$ cat config.mk
export PLATFORM = sky130hd
export DESIGN_NAME = prio_encoder_stream
export DESIGN_NICKNAME = d
export VERILOG_FILES = /design/src/rtl/enc_pkg.sv /design/src/rtl/prio_pick.sv /design/src/rtl/prio_encoder_stream.sv
export SDC_FILE = /design/constraint.sdc
export NUM_CORES = 1
export LEC_CHECK = 0
export BUFFER_PORTS_ARGS = -buffer_cell sky130_fd_sc_hd__buf_2
export CAP_MARGIN = 40
export CORE_ASPECT_RATIO = 1.25
export CORE_MARGIN = 5
export CORE_UTILIZATION = 35
export DETAILED_ROUTE_END_ITERATION = 10
export GPL_ROUTABILITY_DRIVEN = 0
export MAX_ROUTING_LAYER = met4
export PLACE_DENSITY_LB_ADDON = 0.1
export SYNTH_ARGS = -nofsm -noshare
export SYNTH_HDL_FRONTEND = slang
export SYNTH_SLANG_ARGS = --single-unit
export TNS_END_PERCENT = 50
$ cat constraint.sdc
create_clock -name clk -period 3.12 [get_ports clk]
set_clock_uncertainty 0.1 [all_clocks]
set_input_delay 0.468 -clock clk [delete_from_list [all_inputs] [get_ports clk]]
set_output_delay 0.468 -clock clk [all_outputs]
set_load 0.02 [all_outputs]
$ cat src/rtl/enc_pkg.sv
// Shared types and helpers for the streaming priority encoder.
// Holds the drain FSM state encoding and the code-width helper.
package enc_pkg;

   typedef enum logic {
      ST_IDLE  = 1'b0,
      ST_DRAIN = 1'b1
   } state_e;

   // Width of a binary index into an n-bit vector; never below one bit.
   function automatic int code_width(input int n);
      return (n < 2) ? 1 : $clog2(n);
   endfunction

endpackage

$ cat src/rtl/prio_pick.sv
// Combinational priority pick: selects the highest or lowest set bit of a vector,
// reports its index, and returns the vector with that bit cleared.
module prio_pick
   import enc_pkg::*;
#(
   parameter int N          = 8,
   parameter int HIGH_FIRST = 1,
   localparam int W         = code_width(N)
) (
   input  logic [N-1:0] vec_i,
   output logic [W-1:0] code_o,
   output logic         found_o,
   output logic [N-1:0] rest_o
);

   logic [N-1:0] sel;

   // Scan from lowest to highest priority so the final hit is the winner.
   function automatic int scan_idx(input int k);
      return (HIGH_FIRST != 0) ? k : (N - 1 - k);
   endfunction

   // NOTE: every output of a combinational block gets a default before any
   // conditional assignment; otherwise an untaken branch infers a latch.
   always_comb begin
      code_o = '0;
      sel    = '0;
      for (int k = 0; k < N; k++) begin
         if (vec_i[scan_idx(k)]) begin
            code_o              = W'(scan_idx(k));
            sel                 = '0;
            sel[scan_idx(k)]    = 1'b1;
         end
      end
   end

   assign found_o = |vec_i;
   assign rest_o  = vec_i & ~sel;

endmodule

$ cat src/rtl/prio_encoder_stream.sv
// Streaming priority encoder: accepts an N-bit vector and emits one index per beat.
// Optional feature macro ENC_ZERO_PASS_EN: an all-zero vector yields one out_none beat.
module prio_encoder_stream
   import enc_pkg::*;
#(
   parameter int N          = 8,
   parameter int HIGH_FIRST = 1,
   localparam int W         = code_width(N)
) (
   input  logic         clk,
   input  logic         rst_n,
   input  logic         in_valid,
   output logic         in_ready,
   input  logic [N-1:0] in_vec,
   output logic         out_valid,
   input  logic         out_ready,
   output logic [W-1:0] out_code,
   output logic         out_last,
   output logic         out_none
);

   state_e       state_q, state_d;
   logic [N-1:0] pend_q, pend_d;
   logic [W-1:0] code_q, code_d;
   logic         last_q, last_d;
   logic         valid_q, valid_d;
`ifdef ENC_ZERO_PASS_EN
   logic         none_q, none_d;
`endif

   logic         accept;
   logic         out_hs;
   logic [N-1:0] pick_src;
   logic [W-1:0] pick_code;
   logic         pick_found;
   logic [N-1:0] pick_rest;

   // Ready may rise in the same cycle the consumer takes the final beat.
   assign in_ready = (state_q == ST_IDLE) || (valid_q && out_ready && last_q);
   assign accept   = in_valid && in_ready;
   assign out_hs   = valid_q && out_ready;

   // A single picker serves both the fresh vector and the remaining bits.
   assign pick_src = accept ? in_vec : pend_q;

   prio_pick #(
      .N          (N),
      .HIGH_FIRST (HIGH_FIRST)
   ) u_pick (
      .vec_i   (pick_src),
      .code_o  (pick_code),
      .found_o (pick_found),
      .rest_o  (pick_rest)
   );

   always_comb begin
      state_d = state_q;
      pend_d  = pend_q;
      code_d  = code_q;
      last_d  = last_q;
      valid_d = valid_q;
`ifdef ENC_ZERO_PASS_EN
      none_d  = none_q;
`endif
      if (accept && pick_found) begin
         code_d  = pick_code;
         pend_d  = pick_rest;
         last_d  = (pick_rest == '0);
         valid_d = 1'b1;
         state_d = ST_DRAIN;
`ifdef ENC_ZERO_PASS_EN
         none_d  = 1'b0;
      end else if (accept) begin
         code_d  = '0;
         pend_d  = '0;
         last_d  = 1'b1;
         valid_d = 1'b1;
         none_d  = 1'b1;
         state_d = ST_DRAIN;
`endif
      end else if (out_hs) begin
         if (pend_q != '0) begin
            code_d = pick_code;
            pend_d = pick_rest;
            last_d = (pick_rest == '0);
         end else begin
            valid_d = 1'b0;
            state_d = ST_IDLE;
         end
      end
   end

   // NOTE: state registers use non-blocking assignments so every flop samples
   // the pre-edge values, independent of process evaluation order.
   always_ff @(posedge clk or negedge rst_n) begin
      if (!rst_n) begin
         state_q <= ST_IDLE;
         pend_q  <= '0;
         code_q  <= '0;
         last_q  <= 1'b0;
         valid_q <= 1'b0;
`ifdef ENC_ZERO_PASS_EN
         none_q  <= 1'b0;
`endif
      end else begin
         state_q <= state_d;
         pend_q  <= pend_d;
         code_q  <= code_d;
         last_q  <= last_d;
         valid_q <= valid_d;
`ifdef ENC_ZERO_PASS_EN
         none_q  <= none_d;
`endif
      end
   end

   assign out_valid = valid_q;
   assign out_code  = code_q;
   assign out_last  = last_q;
`ifdef ENC_ZERO_PASS_EN
   assign out_none  = none_q;
`else
   assign out_none  = 1'b0;
`endif

endmodule

==> reports/results.ini <==
[run_status]
status=finished, final reports clean

[final_layout]
antenna_cells=0
drive_above_1_share_pct=29.57
n_fill_cell=272
fin_util_pct=41.33
nets=129
area_growth_pct=13.13

[routing]
vias=825
drtIter0Drc=24
wl_um=2214
drt_first_pass_iters=4
ant_nets=0
viasPerCell=5.574
detail_route.wl_per_cell_um=14.96
drc=0

[sta]
layout_min_cycle_time_ps=2077
max_freq_mhz=481.4
finalHoldViolCount=0
max_slew_margin_pct=64.04
tightest_slew_ps=538.1
setup_viol=0
setup_slack_ps=1043
maxSlewViolCount=0
whs_ps=381.2
finalSetupTns_ps=0
fin_crit_sh_pct=66.57
rsz0062_at_grt=false

[die]
io_pins=19
fp.dieH_um=66.57
core_area_um2=2452
die_area_um2=3678
die_width_um=55.25
rows=20
start_util_pct=36.53

[worst_hold_path]
worst_hold_path_type=register to register

[synth]
synth_ff_type=dfrtp_1
synth_enable_flop_cells=0
synth_area_um2=895.9
ys_top_cells_by_count=12 x dfrtp_1, 11 x nor2_1, 9 x o21ai_0
syn_area_per_cell_um2=8.959
yosysMostFrequentCell=dfrtp_1
synth_top_area_cell=dfrtp_1
ys_warn_count=0
yosys-top-cells-area=dfrtp_1 34%, o21ai_0 5.0%, nor2_1 4.6%, nor3_1 3.4%, a21o_1 3.4%
synthArstFlopShare_pct=100.0
synth.distinct_cells=42
synth_top_area_share_pct=33.52
ys_seq_area_share_pct=33.52
netlist_instances=100
synth_nets=112
yosys_register_bits=12

[grt]
grt_pass1_vias=787
antenna_found_initial=0
grt_overflow_total=0
grt_pass1_wl_um=3705
track_usage_pct=13.19
grt_max_degree=18

[job]
maxCapViolations=0

[clock_tree]
worstSkewPairLatency_ps=270
post-cts-setup-buffer-count=0
clockBufferDepth=2
cts_resized=0
clk_pin_slew_ps=70
cts_tree=done
cts.sink_count=12
clock_tree.htree_level_count=1
cts_made_buffers=3
root_buffer=clkbuf_4

[power_and_ir_drop]
worst_ir_drop_vdd_mv=0.3567
p_per_area_nw_per_um2=903.4
p_leak_nw=0.4215

[critical_path]
startpoint_type=register
crit_arrival_ps=2140
path_class=register to register
required_ps=3180
path_max_fanout=15
cp-end-kind=register

[place]
place_ws_ps=964.2
hpwl_um=1723
numPortBuffers=17

-- stage by stage --
step | std cells | total power, mW | cell area, um^2
finish | 148 | 0.9155 | 1013
CTS | 148 | 0.9260 | 1013
floorplan | 100 | 0.7023 | 895.9
global route | 148 | 1.009 | 1013
detailed placement | 144 | 0.8254 | 980.9
global placement | 144 | 0.8297 | 980.9
-- routing by layer --
metal / GRT usage (%) / share of wire [%]
met4: 4.559 / 2.6
met2: 21.45 / 49
met1: 15.74 / 44
met5: - / 0
met3: 3.682 / 4.7
-- cell usage in the layout, fill, tap and decap left out, drive strengths merged, types with 2 or more instances in the layout --
master / n
buf: 17
dfrtp: 12
nor2: 11
o21ai: 9
nor3: 7
nand2: 5
inv: 5
a21oi: 5
a21o: 4
o211ai: 3
clkbuf: 3
mux2: 2
nand2b: 2
a32o: 2
o32ai: 2
or2: 2
nor4: 2
a31oi: 2
o31ai: 2
maj3: 2
-- path summary, 6_finish.rpt --
check / startpoint / endpoint / slack, ps / cells past startpoint
worst max-delay path: pend_q[4] / pend_q[0] / 1040 / 4
worst min-delay path: out_code[2] / out_code[2] / 380 / 1
worst max register to register: pend_q[4] / pend_q[0] / 1040 / 4
worst min register to register: out_code[2] / out_code[2] / 380 / 1
max in group asynchronous: rst_n / pend_q[4] / 2200 / 2
min in group asynchronous: rst_n / pend_q[2] / 500 / 2
-- logic make-up after synthesis --
logic type | after synthesis | share of synthesized area, %
compound gates | 37 | 31.29
simple gates | 35 | 23.19
flops | 12 | 33.52
buf+inv | 11 | 6.703
mux | 2 | 2.514
fa+ha+maj | 2 | 2.374
other cells | 1 | 0.4186
-- power by group --
part           total (mW)  switching (mW)  internal (mW)  leakage (nW)
Sequential          0.288          0.0647          0.223         0.152
Combinational       0.533           0.310          0.223         0.256
Clock              0.0952          0.0505         0.0447        0.0138
-- critical path: stages (launching register included) --
cell and delay (ps):
dfrtp_1 430, nor3_2 440, a31oi_2 230, a21oi_4 380, mux2_2 380
-- repair_timing --
action / in CTS / in global routing
hold endpoints to repair: 12 / 0
hold buffers: 1 / 0
endpoints found under the setup margin: 0 / 0
-- layout make-up --
class	instances	area, um^2	area share (%)
Timing Repair Buffer	18	95.09	9.383
Sequential cell	12	300.3	29.63
Clock buffer	3	22.52	2.222
Multi-Input combinational cell	77	535.5	52.84
Tap cell	33	41.29	4.074
Inverter	5	18.77	1.852
-- flip-flops by register name (all words and copies together), names as in the netlist --
signal and cells:
out_last 1, out_code 3, pend_q 7, out_valid 1
(Power assumes the default switching activity.)
